==> src/rtl/config_reg_slave.sv <==
// config_reg_slave: addressed register-file slave with a one-deep read response
// register, read-before-write on collisions and out-of-range error flagging.
module config_reg_slave #(
  parameter int DATA_WIDTH = 8,
  parameter int DEPTH      = 16,
  parameter int ADDR_WIDTH = 4
) (
  input  logic                  clk,
  input  logic                  rst_n,
  input  logic                  r_en,
  input  logic                  w_en,
  input  logic [ADDR_WIDTH-1:0] addr,
  input  logic [DATA_WIDTH-1:0] write_data,
  output logic                  req_ready,
  output logic [DATA_WIDTH-1:0] read_data,
  output logic                  read_valid,
  input  logic                  read_ready,
  output logic                  read_err
);

  typedef enum logic {
    IDLE = 1'b0,
    RESP = 1'b1
  } state_t;

  localparam int unsigned DEPTH_U = DEPTH;

  state_t                  state_q, state_d;
  logic [DATA_WIDTH-1:0]   data_q, data_d;
  logic                    err_q, err_d;
  logic [DATA_WIDTH-1:0]   mem_q [DEPTH];
  logic [DATA_WIDTH-1:0]   rd_word;
  logic [31:0]             addr_ext;
  logic                    in_range;
  logic                    rd_fire;
  logic                    wr_fire;

  assign addr_ext  = 32'(addr);
  assign in_range  = (addr_ext < DEPTH_U);
  assign req_ready = (state_q == IDLE) || read_ready;
  assign rd_fire   = r_en && req_ready;
  assign wr_fire   = w_en && req_ready && in_range;

  // Read mux over the flop array; out-of-range addresses fall through to zero.
  always_comb begin
    rd_word = '0;
    for (int i = 0; i < DEPTH; i++) begin
      if (addr_ext == 32'(i)) rd_word = mem_q[i];
    end
  end

  // Words are flops rather than RAM because reset must clear every entry.
  genvar gi;
  generate
    for (gi = 0; gi < DEPTH; gi++) begin : g_mem
      always_ff @(posedge clk) begin
        if (!rst_n) begin
          mem_q[gi] <= '0;
        end else if (wr_fire && (addr_ext == 32'(gi))) begin
          mem_q[gi] <= write_data;
        end
      end
    end
  endgenerate

  always_comb begin
    state_d = state_q;
    data_d  = data_q;
    err_d   = err_q;
    if (rd_fire) begin
      // rd_word is sampled before the same-cycle write lands: read-before-write.
      state_d = RESP;
      data_d  = in_range ? rd_word : '0;
      err_d   = !in_range;
    end else if ((state_q == RESP) && read_ready) begin
      state_d = IDLE;
    end
  end

  always_ff @(posedge clk) begin
    if (!rst_n) begin
      state_q <= IDLE;
      data_q  <= '0;
      err_q   <= 1'b0;
    end else begin
      state_q <= state_d;
      data_q  <= data_d;
      err_q   <= err_d;
    end
  end

  assign read_valid = (state_q == RESP);
  assign read_data  = data_q;
  assign read_err   = err_q;

endmodule

==> config.mk <==
export PLATFORM = sky130hd
export DESIGN_NAME = config_reg_slave
export DESIGN_NICKNAME = d
export VERILOG_FILES = /design/src/rtl/config_reg_slave.sv
export SDC_FILE = /design/constraint.sdc
export NUM_CORES = 1
export LEC_CHECK = 0
export CAP_MARGIN = 20
export CORE_ASPECT_RATIO = 0.75
export CORE_MARGIN = 2
export CORE_UTILIZATION = 45
export DETAILED_ROUTE_END_ITERATION = 8
export GPL_ROUTABILITY_DRIVEN = 0
export PLACE_DENSITY = 0.61
export SLEW_MARGIN = 20
export SYNTH_ARGS = -nofsm -noshare
export SYNTH_HDL_FRONTEND = slang
export SYNTH_SLANG_ARGS = --single-unit
==> constraint.sdc <==
create_clock -name clk -period 2.68 [get_ports clk]
set_clock_uncertainty 0.2 [all_clocks]
set_input_delay 0.402 -clock clk [delete_from_list [all_inputs] [get_ports clk]]
set_output_delay 0.402 -clock clk [all_outputs]
set_load 0.01 [all_outputs]
Word-level counts from Yosys, hierarchy flattened
Memories as Yosys holds them, arrays and structs flattened.
Index checks and enable logic that the tools add are counted.

operators by class
  equal/unequal tests = 15
  multiplexer cells = 84
  reduce and logical (&&, ||, !) cells = 24
  bitwise logic cells = 17
  $lt $le $gt $ge = 1

operators by type and width
  kind                  number
  $mux W8               33
  $mux W1               51
  $eq A4 B4 Y1 const B  8
  $logic_not A32 Y1     1
  $logic_and A1 B1 Y1   20
  $eq A4 B3 Y1 const B  4
  $or A1 B1 Y1          16
  $eq A4 B2 Y1 const B  2
  $lt A4 B5 Y1 const B  1
  $eq A4 B1 Y1 const B  1
  $reduce_bool A2 Y1    1
  $logic_not A1 Y1      1
  $logic_or A1 B1 Y1    1
  $not A1 Y1            1

word-level totals
  memories = 1
  flip-flop bits (word level) = 10
  word-level logic and storage cells = 145
  output and inout port bits = 11
  input port bits = 17
  bits in writable memories = 128

memory list
  memory  depth  width  read ports  clocked after Yosys merged registers in  write ports  RTL line  source
  mem_q   16     8      16          0                                        16           31        logic [DATA_WIDTH-1:0] mem_q [DEPTH];

Logic depth before layout (Yosys ltp)
  depth after elaboration = 18
  mapped depth = 8

Least setup slack after synthesis
OpenSTA, ideal clock, no wires.

  path kind = input-to-reg
  start point = in addr[2]
  end point = mem mem_q[1][2], in the netlist mem_q[0][10], enable pin
  slack = 333 ps
  stages on the path = 4
  arrival = 1763 ps
  path through = buf_2 > buf_2 > or3_1 > o21ai_0

RTL lines
  what                RTL line  source
  start: declaration  12        input logic [ADDR_WIDTH-1:0] addr,
  end: declaration    31

Worst setup path after layout
  start point = in addr[3]
  end point = reg data_q[5], in the netlist read_data[5]

between the ends
  word-level cells in the longest chain between the ends = 18
  elaborated cells on any way between the ends = 34

ends and longest elaborated chain
  what                    RTL line  source
  $logic_not A32 Y1       48        if (addr_ext == 32'(i)) rd_word = mem_q[i];
  $mux W8 (16 in a row)   48
  $mux W8 (*)             73        data_d = in_range ? rd_word : '0;
  end signal: assignment  87        data_q <= data_d;
  end: declaration        29        logic [DATA_WIDTH-1:0] data_q, data_d;

Mark *: on every way between the ends. The rest lies on a longest branch, timed or not.
A chain may end at the register's enable or synchronous reset.

==> impl_metrics.env <==
export IMPL_hold_viol_final=0
export IMPL_dp_cells=760
export IMPL_report_final_slew_viol_count=0
export IMPL_cts_max_level=4
export IMPL_rsz0062_at_grt="no"
export IMPL_n_fill_cell=1232
export IMPL_grt_antenna_before_repair=0
export IMPL_synth_warnings=0
export IMPL_multiInputGateArea_mm2=0.00243
export IMPL_tightest_slew_ps=808
export IMPL_r2r_cells=6
export IMPL_hold_path_class="flip-flop to flip-flop"
export IMPL_switching_share=0.221
export IMPL_internal_power_mw=4.25
export IMPL_rows=38
export IMPL_final_nets=596
export IMPL_setup_viol=0
export IMPL_tns_ps=0
export IMPL_grt_overflow_total=0
export IMPL_max_slew_margin=0.459
export IMPL_clkPwrFrac=0.462
export IMPL_dieWidth_um=145
export IMPL_drcViolationCount=0
export IMPL_outcome="finished, final reports clean"
export IMPL_synth_main_ff_cell="edfxtp_1"
export IMPL_setup_ws_ps=345
export IMPL_layout_common_cells="and2_1, edfxtp_1, buf_4"
export IMPL_period_share=0.871
export IMPL_grtUsageTotal=0.233
export IMPL_cts_sinks=137
export IMPL_area_growth_pct=18.7
export IMPL_dr_first_iter_drc_count=542
export IMPL_post_cts_buffers=0
export IMPL_pre_cts_slack_ps=-62.3
export IMPL_synth_nets=547
export IMPL_cp_arrival_ps=2480
export IMPL_path_clk_slew_ps=60
export IMPL_io_pins=28
export IMPL_p_seq_frac=0.451
export IMPL_syn_inst=530
export IMPL_routed_via_density=5.80
export IMPL_p_switching_mw=1.20
export IMPL_leakage_nw=2.91
export IMPL_coreArea_mm2=0.0145
export IMPL_synth_async_sr_flop_share=0
export IMPL_first_pass_iters=5
export IMPL_wl_per_cell_um=22.1
export IMPL_power_total_mw=5.45
export IMPL_avgSynthCellArea_um2=12.6
export IMPL_vdd_drop_max_mv=0.532
export IMPL_layout_commonest_cell="and2_1"
export IMPL_cts_tree="done"
export IMPL_min_period_ps=2340
export IMPL_ys_ff_latch=137
export IMPL_cp_max_fo=10
export IMPL_place_area_mm2=0.00732
export IMPL_cts_resized=0
export IMPL_worstSetupStartpoint="addr[3]"
export IMPL_postLayoutCellArea_mm2=0.00796
export IMPL_insertion_delay_ps=420
export IMPL_crit_path_end="read_data[5]"
export IMPL_setup_worst_path_end_class="flip-flop"
export IMPL_cap_viol_max_count=0
export IMPL_hold_ws_ps=351
export IMPL_portBuffers=26
export IMPL_crit_required_ps=2820
export IMPL_totalWireLength_um=17500
export IMPL_diodes=0
export IMPL_ant_nets=0
export IMPL_die_h_um=110
export IMPL_drive_gt1_frac=0.174
export IMPL_startpoint_type="primary input"
export IMPL_synth_distinct_cells=51
export IMPL_rrSetupSlack_ps=680
export IMPL_synth_edff_count=128
export IMPL_clock_root_buffer="clkbuf_16"
export IMPL_grt_pass1_wl_um=26700
export IMPL_ctsHoldBuffers=0
export IMPL_final_seq_area_mm2=0.00402
export IMPL_grt_start_max_net_pins=42
export IMPL_finalCoreUtilization=0.549
export IMPL_timing_rr_end="mem_q[0][57]"
export IMPL_cts_buffer_depth=2
export IMPL_critPathKind="primary input to flip-flop"
export IMPL_pwr_share_comb=0.087
export IMPL_max_freq_mhz=428
export IMPL_stdcell_count=792
export IMPL_p_per_area_mw_per_mm2=685
export IMPL_initial_core_util=0.462
export IMPL_reg2reg_from="read_valid"
export IMPL_cts_buffers=17
export IMPL_dp_hpwl_um=12100
export IMPL_vias=4592
export IMPL_yosysSeqAreaShare=0.600
export IMPL_synth_cell_area_mm2=0.00670
export IMPL_die_area_mm2=0.0159
export IMPL_grt_pass1_vias=4369
-- layout make-up --
cell class / count / share of cell area
clock buffer: 18 / 0.0539
inverter: 6 / 0.00283
timing repair buffer: 69 / 0.0752
sequential: 137 / 0.506
tap: 200 / 0.0314
clock inverter: 14 / 0.0256
multi-input combinational: 348 / 0.305
-- critical path, stage by stage --
cell	delay, ps
clkdlybuf4s50_1	580
buf_4	270
or3b_1	400
o22ai_1	280
o221ai_1	210
and3_1	210
o22ai_1	130
-- registers in the layout (all words and copies together), names as in the netlist --
signal      flops
mem_q         128
read_data       8
read_valid      1
-- per-layer routing --
layer  track usage  vias up  part of all wire
li1              -     2049                 -
met1         0.341     2313              0.47
met2         0.344      207              0.44
met3        0.0564       23             0.075
met4        0.0728        0             0.016
met5             0        -                 0
-- worst min-delay path by stage --
stage | slack [ps] | end | startpoint | depth (start not counted)
final | 350 | read_data[6] | mem_q[1][62] | 2
after detailed placement | 340 | read_data[0] | mem_q[1][56] | 2
after global routing | 370 | read_data[0] | mem_q[1][56] | 2
after global placement | 330 | read_data[0] | mem_q[1][56] | 2
after floorplan | 300 | read_data[0] | mem_q[1][56] | 2
after CTS | 360 | read_data[6] | mem_q[1][62] | 2
-- synth_stat cells, types with 5 or more instances --
master     instances  area (µm²)
buf_4              6        45.0
o22ai_1            9        56.3
mux2i_1           16         160
edfxtp_1         128        3840
mux4_2             8         180
nand2b_1           9        56.3
and2_1           132         826
a21oi_1            5        25.0
dfxtp_1            9         180
nor2b_1            9        56.3
a211o_1            5        43.8
inv_1              6        22.5
nor3_2             6        60.1
o2111ai_1          7        61.3
nor3_1             5        25.0
nand2_1           16        60.1
buf_2             13        65.1
o21ai_0           35         175
clkbuf_1          15        56.3
nor2_1            21        78.8
o221ai_1          10        87.6
-- cells by family (layout without fill, tap and decap cells) --
| kind of cell | after synthesis | in the layout | synth area share |
|---|---|---|---|
| AO/OA/AOI/OAI | 102 | 102 | 0.106 |
| buffers and inverters | 45 | 107 | 0.0371 |
| flip-flops | 137 | 137 | 0.600 |
| multiplexers | 28 | 28 | 0.0575 |
| other | 1 | 1 | 0.000559 |
| AND/OR/NAND/NOR | 217 | 217 | 0.198 |
-- power groups by stage --
stage	logic [mW]	clock network [mW]	registers, mW
after floorplan	0.262	0	2.49
after global placement	0.464	0	2.50
after detailed placement	0.469	0	2.50
after CTS	0.471	2.55	2.46
after global routing	0.506	2.64	2.46
final	0.476	2.52	2.46
(Power assumes the default switching activity.)
==> RTL edit 1: new RTL, config.mk and constraints unchanged <==
`DEPTH`: 16 -> 64.
--- a/src/rtl/config_reg_slave.sv
+++ b/src/rtl/config_reg_slave.sv
@@ -2,7 +2,7 @@
 // register, read-before-write on collisions and out-of-range error flagging.
 module config_reg_slave #(
   parameter int DATA_WIDTH = 8,
-  parameter int DEPTH      = 16,
+  parameter int DEPTH      = 64,
   parameter int ADDR_WIDTH = 4
 ) (
   input  logic                  clk,
Check against the original RTL: not settled (the Yosys comparison gave no result); the edit may change what the design does.
==> RTL edit 1 against the unedited design <==
  * Synthesized area grew 0.39%
  * Largest cell class unchanged
  * Register-to-register slack better by 0.02 ns
  * Combinational power down 1%
  * Sequential cell count did not move
  * Largest power group unchanged
  * Non-clock buffer count up 3
  * Sequential share of layout area is 0.37 points lower
  * Die area is 0.38% higher
  * Routed wire length rose by 9.1%
  * Total power is 0.70% higher
  * Final area increased by 0.74%
  * Worst setup slack improved by 0.053 ns
  * Highest routed layer unchanged
==> RTL edit 1: results (changes against the unedited design) <==
[setup_path]
arrival_ns=1.68  ; -0.80 ns
critPathMaxFanout=8  ; -2

[power]
sequentialPowerShare_pct=44.6  ; -0.5 points
p_sw_share_pct=23.9  ; +1.8 points
power_combinational_mw=0.471  ; -1%
internal_power_mw=4.18  ; -1.6%
p_leak_nw=3.08  ; +5.8%

[logic_synthesis]
syn_nets=583  ; +6.6%
synthDistinctLibCells=57  ; +12%
syn_area_per_cell_um2=11.9  ; -6.0%
ys_top_cells_by_area=edfxtp_1 (57%), and2_1 (12%), o21ai_0 (3.1%)
ys_seq_area_share_pct=59.8  ; -0.23 points
async_reset_ff_share_pct=0  ; unchanged

[grt]
grt_pass1_vias=4555  ; +4.3%
grtUsageTotal_pct=25.4  ; +2.1 points
grt_pass1_wl_um=29100  ; +9.0%
grt_max_degree=40  ; -4.8%

[final_layout]
fin_cells=832  ; +5.1%
nFillCells=1267  ; +2.8%
drive_above_1_share_pct=14.1  ; -3.3 points
fin_nets=636  ; +6.7%

[routing]
vias=4812  ; +4.8%
drtIter0Drc=756  ; +39%
wl_per_cell_um=22.9  ; +3.8%

[place]
placed_area_um2=7370  ; +0.67%
place_ws_ns=0.0787  ; +0.141 ns
dp_cells=800  ; +5.3%

[sta]
tightest_slew_ns=0.795  ; -0.0139 ns

[outcome]
status=completed

[clock_network]
cts_resized=0  ; unchanged

==> RTL edit 1: changes by cell type in the layout (fill, tap and decap cells not counted), sizes merged, moves of 5 or more <==
cell and change:
nor3 -8, o221ai -6, nand3 +5, nor2 +7, o21ai +7, nand2b -5
nand2 +21, a21oi +14, a211oi +6
==> RTL edit 1: worst register-to-register path, stage by stage, from the launching register on <==
cell and delay (ns):
edfxtp_1 0.38, and2b_1 0.19, o21ai_0 0.20, a21oi_1 0.11, o311ai_0 0.50, buf_4 0.20
a31oi_1 0.07
==> RTL edit 1: cell families after synthesis <==
kind of cell	Yosys count	synth area share [%]
flops	137	59.8
buf+inv	44	3.70
other cells	1	0.0557
mux	26	5.49
simple gates	241	19.8
compound gates	117	11.2
==> RTL edit 1: worst paths after layout <==
kind	cells after the start	slack [ns]	from	end
setup / recovery	3	0.40	read_ready	req_ready
hold / removal	2	0.36	read_data[2]	read_data[2]
setup reg to reg	6	0.70	mem_q[0][18]	read_data[2]
hold reg to reg	2	0.36	read_data[2]	read_data[2]
==> RTL edit 1: metal layers <==
| metal | track usage, % | share of wire, % | vias to the layer above | wire, um |
|---|---|---|---|---|
| met1 | 39.7 | 47 | 2317 | 8970 |
| met2 | 34.6 | 40 | 296 | 7640 |
| met4 | 7.00 | 1.9 | 0 | 357 |
| met3 | 6.31 | 11 | 28 | 2090 |
| met5 | 0 | 0 | - | 0 |
| li1 | - | - | 2171 | - |
==> RTL edit 1: final cells by class <==
class | instances | area, um2 | share of cell area, %
Clock buffer | 18 | 429 | 5.35
Clock inverter | 14 | 214 | 2.67
Inverter | 6 | 22.5 | 0.281
Multi-Input combinational cell | 385 | 2460 | 30.6
Sequential cell | 137 | 4020 | 50.2
Tap cell | 200 | 250 | 3.12
Timing Repair Buffer | 72 | 621 | 7.74
==> RTL edit 2: new RTL, config.mk and constraints unchanged <==
Made on the original files. Put one more register stage on the output `read_err`, cleared by the reset. The value now appears one clock later. The other outputs are not delayed to match.
--- a/src/rtl/config_reg_slave.sv
+++ b/src/rtl/config_reg_slave.sv
@@ -91,7 +91,13 @@
 
   assign read_valid = (state_q == RESP);
   assign read_data  = data_q;
-  assign read_err   = err_q;
+  always_ff @(posedge clk) begin
+    if (!rst_n) begin
+      read_err <= '0;
+    end else begin
+      read_err <= err_q;
+    end
+  end
 
 endmodule
 
Function: no difference found for any inputs over 4 cycles, from zero or initial values and one cycle with rst_n low; that may be too few to reach the edited logic, so the function may still have changed.
==> RTL edit 2 against the unedited design <==
  * Synthesized area increased by 0.95%
  * Core utilization is 0.23 points lower
  * Non-clock buffer count decreased by 2
  * Routed wire length grew 11%
  * Worst setup slack got worse by 0.057 ns
  * Total power fell by 2.8%
  * Final area up 0.24%
  * Sequential cell count unchanged
  * Largest cell class unchanged
==> RTL edit 2: results (changes against the unedited design) <==
[clock_network]
cts_resized=0  ; unchanged
clock_latency_ns=0.42  ; about the same
cts_made_buffers=17  ; unchanged
post_cts_buffers=0  ; unchanged

[routing]
wl_per_cell_um=23.4  ; +6.1%
drtIter0Drc=654  ; +21%
first_pass_iters=6  ; +1
vias=4868  ; +6.0%

[setup_path]
crit_family=buffers and inverters
worst-r2r-setup-slack_ns=0.64  ; -0.04 ns
critPathMaxFanout=5  ; -5
max_stage_delay_ns=0.53  ; -0.05 ns
reg2reg_depth=5  ; -1

[place]
portBuffers=26  ; unchanged
place_ws_ns=-0.0623  ; -0.000000500 ns
placed_area_um2=7390  ; +0.92%
place_hpwl_um=13200  ; +9.1%

[grt]
grt_pass1_wl_um=29000  ; +8.5%
grt_pass1_vias=4660  ; +6.7%
grt_max_degree=29  ; -31%
grtUsageTotal_pct=25.1  ; +1.8 points

[power]
p_leak_nw=2.99  ; +2.6%
power_frac_clock_pct=44.8  ; -1.4 points
vdd_drop_max_uv=442  ; -17%
internal_power_mw=4.04  ; -4.8%
power_combinational_mw=0.479

[sta]
fin_ws_ns=0.288  ; -0.0568 ns
tightest_slew_ns=0.841  ; +0.0328 ns
worst_hold_slack_ns=0.392  ; +0.0407 ns

[final_layout]
n_antenna_cell=0  ; unchanged
largest_register_ffs=128  ; unchanged
fin_nets=633  ; +6.2%
drive_above_1_share_pct=13.1  ; -4.3 points
regMostFlops=mem_q

[worst_hold_path]
whs_path_depth=2  ; unchanged

[outcome]
status=completed

[logic_synthesis]
ys_top_cells_by_area=edfxtp_1 (57%), and2_1 (12%), mux2i_1 (3.6%)
ys_seq_area_share_pct=59.5  ; -0.57 points
synthDistinctLibCells=53  ; +3.9%
ys.flop_type=edfxtp_1
synth_edf_count=128  ; unchanged
synthTopCellsByCount=and2_1 (132), edfxtp_1 (128), o21ai_0 (35)
yosys_warnings=0  ; unchanged
syn_nets=589  ; +7.7%

## RTL edit 2: cell count changes in the layout (fill, tap and decap cells not counted), moves of 5 or more
| cell | change |
|---|---|
| nor2_1 | +7 |
| nand3_1 | +5 |
| o221ai_1 | -6 |
| nand2_1 | +9 |
| nor3_2 | -6 |
| o2111ai_1 | -7 |
| a211oi_1 | +13 |
| a21oi_1 | +10 |
| mux2i_1 | +8 |
| a31oi_1 | +5 |
## RTL edit 2: cell families (layout without fill, tap and decap cells)
| logic type | Yosys count | in the layout | synth area share (%) |
|---|---|---|---|
| flip-flops | 137 | 137 | 59.5 |
| buffers and inverters | 50 | 106 | 3.88 |
| other | 1 | 1 | 0.0554 |
| AND/OR/NAND/NOR | 230 | 230 | 19.2 |
| AO/OA/AOI/OAI | 122 | 122 | 11.9 |
| multiplexers | 32 | 32 | 5.55 |
## RTL edit 2: through the flow
stage | instances | power [mW]
2_1_floorplan | 572 | 2.73
3_3_place_gp | 797 | 2.95
3_5_place_dp | 797 | 2.96
4_1_cts | 828 | 5.29
5_1_grt | 828 | 5.43
6_report | 828 | 5.30
## RTL edit 2: worst paths after layout
| path | to | startpoint |
|---|---|---|
| worst max-delay path | req_ready | read_ready |
| worst min-delay path | read_data[1] | read_data[1] |
| worst max register to register | mem_q[0][39] | read_valid |
| worst min register to register | read_data[1] | read_data[1] |
## RTL edit 2: routing by layer
layer / share of wire, % / wire length [um] / GRT usage (%)
met1: 45 / 8800 / 36.4
met2: 43 / 8320 / 37.2
met3: 9.4 / 1820 / 6.30
met4: 2.2 / 430 / 8.19
met5: 0 / 0 / 0
## RTL edit 2: final cells by class
class	count	area (um2)
flip-flops and latches	137	4020
fillers	1237	6620
multi-input cells	385	2480
inverters	8	30.0
repair buffers	67	608
clock inverters	12	151
clock buffers	19	433
well taps	200	250
